$ cat config.mk
export PLATFORM = sky130hd
export DESIGN_NAME = ofm_addr_controller
export DESIGN_NICKNAME = d
export VERILOG_FILES = /design/src/rtl/ofm_addr_controller.sv
export SDC_FILE = /design/constraint.sdc
export NUM_CORES = 1
export LEC_CHECK = 0
export ABC_CLOCK_PERIOD_IN_PS = 20600
export BUFFER_PORTS_ARGS = -buffer_cell sky130_fd_sc_hd__buf_2
export CORE_ASPECT_RATIO = 1.75
export CORE_UTILIZATION = 51
export CTS_CLUSTER_DIAMETER = 120
export CTS_CLUSTER_SIZE = 20
export DETAILED_ROUTE_END_ITERATION = 10
export GPL_TIMING_DRIVEN = 0
export PLACE_DENSITY = 0.64
export REMOVE_ABC_BUFFERS = 1
export SYNTH_ARGS = -nofsm -noshare
export SYNTH_HDL_FRONTEND = slang
export SYNTH_SLANG_ARGS = --single-unit
$ cat constraint.sdc
create_clock -name clk -period 20.6 [get_ports clk]
set_input_delay 2.06 -clock clk [delete_from_list [all_inputs] [get_ports clk]]
set_output_delay 2.06 -clock clk [all_outputs]
set_load 0.05 [all_outputs]
$ cat src/rtl/ofm_addr_controller.sv
// OFM RAM write address generator: drains one systolic tile per start pulse and
// walks tile position across the layer (row fastest, then column block, then filter group).
module ofm_addr_controller #(
    parameter int SYSTOLIC_SIZE = 16,
    parameter int OFM_RAM_SIZE  = 524172,
    localparam int AW = $clog2(OFM_RAM_SIZE)
) (
    input  logic          clk,
    input  logic          rst,
    input  logic          start,
    input  logic [8:0]    ofm_size,
    input  logic [10:0]   ofm_channel,
    output logic [AW-1:0] ofm_addr,
    output logic          write_en,
    output logic [4:0]    pixel_sel,
    output logic [4:0]    ch_sel,
    output logic          busy,
    output logic          tile_done,
    output logic          layer_done
);

    typedef enum logic [1:0] {IDLE, WRITE, TILE_END} state_t;

    state_t        state_q, state_d;
    logic [8:0]    row_q, row_d, col_q, col_d;
    logic [10:0]   chb_q, chb_d;
    logic [4:0]    px_q, px_d, ch_q, ch_d;
    logic [4:0]    vpx_q, vpx_d, vch_q, vch_d;
    logic [AW-1:0] addr_q, addr_d;
    logic [4:0]    psel_q, psel_d, csel_q, csel_d;
    logic          we_q, we_d, tdone_q, tdone_d, ldone_q, ldone_d;

    logic [31:0]   plane, tile_base;
    logic [8:0]    diff_px;
    logic [10:0]   diff_ch;
    logic          last_row, last_col, last_grp;

    assign plane     = 32'(ofm_size) * 32'(ofm_size);
    assign tile_base = 32'(chb_q) * plane + 32'(row_q) * 32'(ofm_size) + 32'(col_q);
    assign diff_px   = ofm_size - col_q;
    assign diff_ch   = ofm_channel - chb_q;
    assign last_row  = (row_q == ofm_size - 9'd1);
    assign last_col  = ({1'b0, col_q} + 10'(SYSTOLIC_SIZE)) >= {1'b0, ofm_size};
    assign last_grp  = ({1'b0, chb_q} + 12'(SYSTOLIC_SIZE)) >= {1'b0, ofm_channel};

    always_comb begin
        state_d = state_q;
        row_d   = row_q;
        col_d   = col_q;
        chb_d   = chb_q;
        px_d    = px_q;
        ch_d    = ch_q;
        vpx_d   = vpx_q;
        vch_d   = vch_q;
        addr_d  = addr_q;
        psel_d  = psel_q;
        csel_d  = csel_q;
        we_d    = 1'b0;
        tdone_d = 1'b0;
        ldone_d = 1'b0;

        case (state_q)
            IDLE: begin
                if (start) begin
                    state_d = WRITE;
                    px_d    = 5'd0;
                    ch_d    = 5'd0;
                    vpx_d   = (diff_px > 9'(SYSTOLIC_SIZE))  ? 5'(SYSTOLIC_SIZE) : diff_px[4:0];
                    vch_d   = (diff_ch > 11'(SYSTOLIC_SIZE)) ? 5'(SYSTOLIC_SIZE) : diff_ch[4:0];
                end
            end
            WRITE: begin
                if (px_q < vpx_q - 5'd1) begin
                    px_d = px_q + 5'd1;
                end else if (ch_q < vch_q - 5'd1) begin
                    px_d = 5'd0;
                    ch_d = ch_q + 5'd1;
                end else begin
                    state_d = TILE_END;
                    tdone_d = 1'b1;
                    ldone_d = last_row && last_col && last_grp;
                end
            end
            TILE_END: begin
                state_d = IDLE;
                if (!last_row) begin
                    row_d = row_q + 9'd1;
                end else begin
                    row_d = 9'd0;
                    if (!last_col) begin
                        col_d = col_q + 9'(SYSTOLIC_SIZE);
                    end else begin
                        col_d = 9'd0;
                        chb_d = last_grp ? 11'd0 : chb_q + 11'(SYSTOLIC_SIZE);
                    end
                end
            end
            default: state_d = IDLE;
        endcase

        // Outputs are registered from the next-state values so a write appears the cycle after its edge.
        if (state_d == WRITE) begin
            we_d   = 1'b1;
            addr_d = AW'(tile_base + 32'(ch_d) * plane + 32'(px_d));
            psel_d = px_d;
            csel_d = ch_d;
        end
    end

    always_ff @(posedge clk) begin
        if (rst) begin
            state_q <= IDLE;
            row_q   <= '0;
            col_q   <= '0;
            chb_q   <= '0;
            px_q    <= '0;
            ch_q    <= '0;
            vpx_q   <= '0;
            vch_q   <= '0;
            addr_q  <= '0;
            psel_q  <= '0;
            csel_q  <= '0;
            we_q    <= 1'b0;
            tdone_q <= 1'b0;
            ldone_q <= 1'b0;
        end else begin
            state_q <= state_d;
            row_q   <= row_d;
            col_q   <= col_d;
            chb_q   <= chb_d;
            px_q    <= px_d;
            ch_q    <= ch_d;
            vpx_q   <= vpx_d;
            vch_q   <= vch_d;
            addr_q  <= addr_d;
            psel_q  <= psel_d;
            csel_q  <= csel_d;
            we_q    <= we_d;
            tdone_q <= tdone_d;
            ldone_q <= ldone_d;
        end
    end

    assign ofm_addr   = addr_q;
    assign write_en   = we_q;
    assign pixel_sel  = psel_q;
    assign ch_sel     = csel_q;
    assign busy       = (state_q != IDLE);
    assign tile_done  = tdone_q;
    assign layer_done = ldone_q;

endmodule

# == After elaboration in Yosys (flattened, before gate mapping) ==
# Cells that the tools add are included.
# word_totals
regBits,83
# classes
n_addsub,16
n_mul,4
order_cmp,6
n_eq_ne,4
mux,19
bitwise_logic,1
reduce_logical,9
# op_table
cell,n
$mux W5,8
$mul A9 B9 Y18,2
$pmux W5 S2,2
$add A19 B18 Y19,1
$add A19 B19 Y19,1
$add A19 B5 Y19,1
$add A19 B9 Y19,1
$mul A11 B18 Y19,1
$mul A5 B18 Y19,1
$mux W9,2
$add A11 B5 Y12 const B,1
$ge A12 B11 Y1,1
$add A11 B5 Y11 const B,1
$gt A11 B5 Y1 const B,1
$mux W11,1
$sub A11 B11 Y11,1
$add A5 B1 Y5 const B,2
$add A9 B5 Y10 const B,1
$ge A10 B9 Y1,1
$lt A5 B5 Y1,2
$sub A5 B1 Y5 const B,2
$add A9 B1 Y9 const B,1
$add A9 B5 Y9 const B,1
$eq A9 B9 Y1,1
other kinds (16),22

# == Logic depth before layout (Yosys ltp) ==
# depth
ltp_word,8
mapped_depth,43
mapped_depth_nobuf,42

# == Worst setup path before layout ==
# OpenSTA, ideal clock, no wires.
# synth_path
path_kind,input -> register
startpoint,input port ofm_size[8]
endpoint,"register addr_q[18], in the netlist ofm_addr[18]"
setup_time_ps,70
t_arrival_ps,12372
slack_ps,8158
path_stages,39
path_buffers,2
cell_sequence,clkbuf_1 > clkbuf_1 > nand2_1 > fa_1 > inv_1 > fa_1 > inv_1 > fa_1 > fa_1 > inv_1 > ha_1 > or4_1 > o21ai_1 > o21ba_2 > a211oi_1 > o21bai_1 > a21oi_1 > xnor2_1 > [... 3 more ...] > inv_1 > fa_1 > fa_1 > fa_1 > inv_1 > fa_1 > inv_1 > fa_1 > xnor2_1 > xnor2_1 > xnor2_1 > xnor2_1 > xnor2_1 > xnor2_1 > xnor3_1 > xnor3_1 > xor3_1 > a21oi_1
# synth_via
elab_chain_len,6
# synth_rtl
item,line_no,text
start: declaration,11,"input logic [8:0] ofm_size,"
$mul A9 B9 Y18,38,assign plane = 32'(ofm_size) * 32'(ofm_size);
$mul A11 B18 Y19,39,assign tile_base = 32'(chb_q) * plane + 32'(row_q) * 32'(ofm_size) + 32'(col_q);
$add A19 B18 Y19,39,
$add A19 B9 Y19,39,
$add A19 B19 Y19 *,104,addr_d = AW'(tile_base + 32'(ch_d) * plane + 32'(px_d));
$add A19 B5 Y19 *,104,
end signal: assignment,135,addr_q <= addr_d;
end: declaration,29,"logic [AW-1:0] addr_q, addr_d;"
# Every way passes the cells marked *; elsewhere a longest branch is shown, timed or not.
# A chain may end at the register's enable or synchronous reset.

# == Worst setup path after layout ==
# layout_path
startpoint,input port ofm_size[0]
endpoint,"register addr_q[18], in the netlist ofm_addr[18]"
# The elaborated chain is that of the path after synthesis.

==> results.md <==
- Multi-input gate area: 12700 µm²
- Logic pwr share: roughly two thirds
- Via density: 5.30
- Crit path buf inv count: 7
- Largest net degree at the start of global routing: 63
- Avg Inst Size Synth: 8.64 µm²
- Most used cell along the critical path: fa_1
- Max-Cap Viols: 0
- Initial DRC count: 566
- Final nets: between 2000 and 2500
- Htree depth: 3
- Register area share after synthesis: 9.56%
- Worst slew pin tran: 1.27 ns
- Hold Path Class: flip-flop to flip-flop
- Final max-slew violation count: 0
- Tot GR Track Use: 27.2%
- Drt drc: 0
- Port bufs: 55
- Gpl congestion: 0.908
- Setup TNS: 0 ns
- Crit path required time: roughly 21 ns
- Placed wire-length estimate: 31900 µm
- Fmax: between 70 and 80 MHz
- Power density cells: between 60 and 70 nW/µm²
- Cts hold-fix bufs: 0
- Vias in the first global route: approximately 13000
- Sequential cell area: 1500 µm²
- Clk sinks: 75
- Flop pwr share: 16.1%
- Row cnt: 84
- RSZ-0062 raised after global routing: false
- Die X: roughly 130 µm
- Die Area: 31500 µm²
- Core footprint: 30200 µm²
- Pre-antenna DRT Iters: 4
- CTS clk-pin slew, worst paths: 0.07 ns
- DRT antenna net count: 0
- Final min period: 13.17 ns
- Max VDD drop: 0.0000818 V
- Clk Latency, worst-skew pair: ~0.37 ns
- Final hold violations: 0
- CTS tree: done
- Net Sw Power: 544 µW
- Setup Fix Bufs, Post-CTS: 0
- Synth-to-Final Area Change: 6.94%
- Fraction of layout cells with a size suffix above 1: roughly 5%
- Fill count: 2814
- Io pins: 56
- Max clock buf depth: 2
- Crit Path Max Fanout: 18
- Setup violations, final: 0
- Post-CTS resize count: 0
- Yosys warnings: 0
- Switching Fraction: 52.9%
- CTS buffer count: 9
- CP Launch Type: input pin
- Die Ht: 234 µm
- Crit. End Element: flip-flop
- Max stage delay on crit path: about 0.56 ns
- Distinct cells, synth: 65
- Crit path DAT: 13.38 ns
- Main flop type after synthesis: dfxtp_1
- Clock skew: 0.00972 ns
- Relative slew slack: between 10% and 20%
- Initial antenna violation count: 0
- Cells after Synth: about 1800
- Mapped Area: 15700 µm²
- Final Util: 55.7%
- Final period util: 63.9%
- Most common cell after layout, fill and taps aside: inv_1
- Asr flop ratio synth: 0%
- Grt ovf: 0
- Post-synth EDFFs: 0
- CTS root buffer: clkbuf_16
- First-pass GRT wire length: 64700 µm
- Final Routed Wirelength: slightly below 40000 µm
- Clock network power share: 15.9%
- Power Internal: 485 µW
- Ant. Diodes: 0
- CP max stage cell: fa_1
- Starting Density: around 52%
- Most frequent cells in the layout: inv_1, fa_1, nor2_1
- Via Count: 12100
- CP delay by family, top: adder cells
- Leak Pwr: 8.40 nW
- Crit Path Class: input pin to flip-flop
- Outcome: finished clean
- Wire per inst: 17.2 µm
- Post-synthesis register bit count: 75
- Max FFs per register: 19
[worst min-delay path, delay by kind of cell (launching register included)]
kind | cells | cell delay (ns)
and+or+nand+nor | 1 | 0.05
DFF | 1 | 0.31
AOI/OAI and AO/OA | 1 | 0.05
[synthesized netlist by cell type (all sizes together), types with 3 or more instances]
cell type	number	area share (%)
a21o	20	0.96
a21oi	56	1.8
nor3	24	0.76
fa	282	36
and2	59	2.4
buf	6	0.17
or3	3	0.12
xnor2	64	3.6
ha	182	15
nand4	6	0.24
xor2	32	1.8
clkbuf	60	1.4
a31oi	9	0.36
or4	3	0.14
or2	5	0.20
and3	4	0.16
clkinv	4	0.096
o21ai	35	1.1
o21a	10	0.48
nand2	153	3.7
o21bai	11	0.53
a211o	4	0.22
a22oi	11	0.53
nand3	31	0.99
o2bb2ai	3	0.17
mux2i	3	0.19
inv	399	9.5
dfxtp	75	9.6
mux2	4	0.29
a211oi	12	0.57
nor2b	10	0.40
nand2b	10	0.40
nor2	195	4.7
[path summary, 6_finish.rpt]
check | cells after the start | start | slack [ns] | end
min reg2reg | 2 | ofm_addr[2]$_SDFFE_PP0P_ | 0.45 | ofm_addr[2]$_SDFFE_PP0P_
max | 37 | ofm_size[0] | 7.43 | ofm_addr[18]$_SDFFE_PP0P_
min | 2 | ofm_addr[2]$_SDFFE_PP0P_ | 0.45 | ofm_addr[2]$_SDFFE_PP0P_
max reg2reg | 36 | vch_q[0]$_SDFFE_PP0P_ | 10.44 | ofm_addr[18]$_SDFFE_PP0P_
[cell type report]
cell class | count | area share (%)
clock buffers | 9 | 1.34
well taps | 387 | 2.88
inverters | 403 | 9.01
repair buffers | 57 | 1.85
flip-flops and latches | 75 | 8.94
clock inverters | 7 | 0.417
multi-input cells | 1336 | 75.6
[through the flow]
stage,cell area [µm²],std cells,hold slack [ns],power [mW],worst slack (ns)
detailed placement,16500,2258,0.443,0.859,7.11
global placement,16400,2256,0.435,0.850,7.20
global route,16800,2274,0.466,1.11,6.65
floorplan,15700,1814,0.486,0.673,8.71
CTS,16800,2274,0.451,1.03,7.48
finish,16800,2274,0.448,1.03,7.43
[cell families after synthesis]
family | share of synthesized area [%]
XOR/XNOR | 5.89
AND/OR/NAND/NOR | 14.7
multiplexers | 0.478
flip-flops | 9.56
adder cells (fa/ha/maj) | 50.5
AO/OA/AOI/OAI | 7.64
buffers and inverters | 11.2
other | 0.0478
[power groups by stage]
stage               clock (mW)  combinational [mW]  sequential, mW
finish                   0.164               0.700           0.166
global route             0.172               0.774           0.168
global placement             0               0.681           0.169
floorplan                    0               0.458           0.216
detailed placement           0               0.690           0.169
CTS                      0.169               0.693           0.166
[routing by layer]
metal  global-route usage [%]  routed length, µm
met5                        0                  0
met4                     18.9               2910
met3                     2.92               1410
met2                     50.6              20900
met1                     28.4              13800
(Power assumes the default switching activity.)
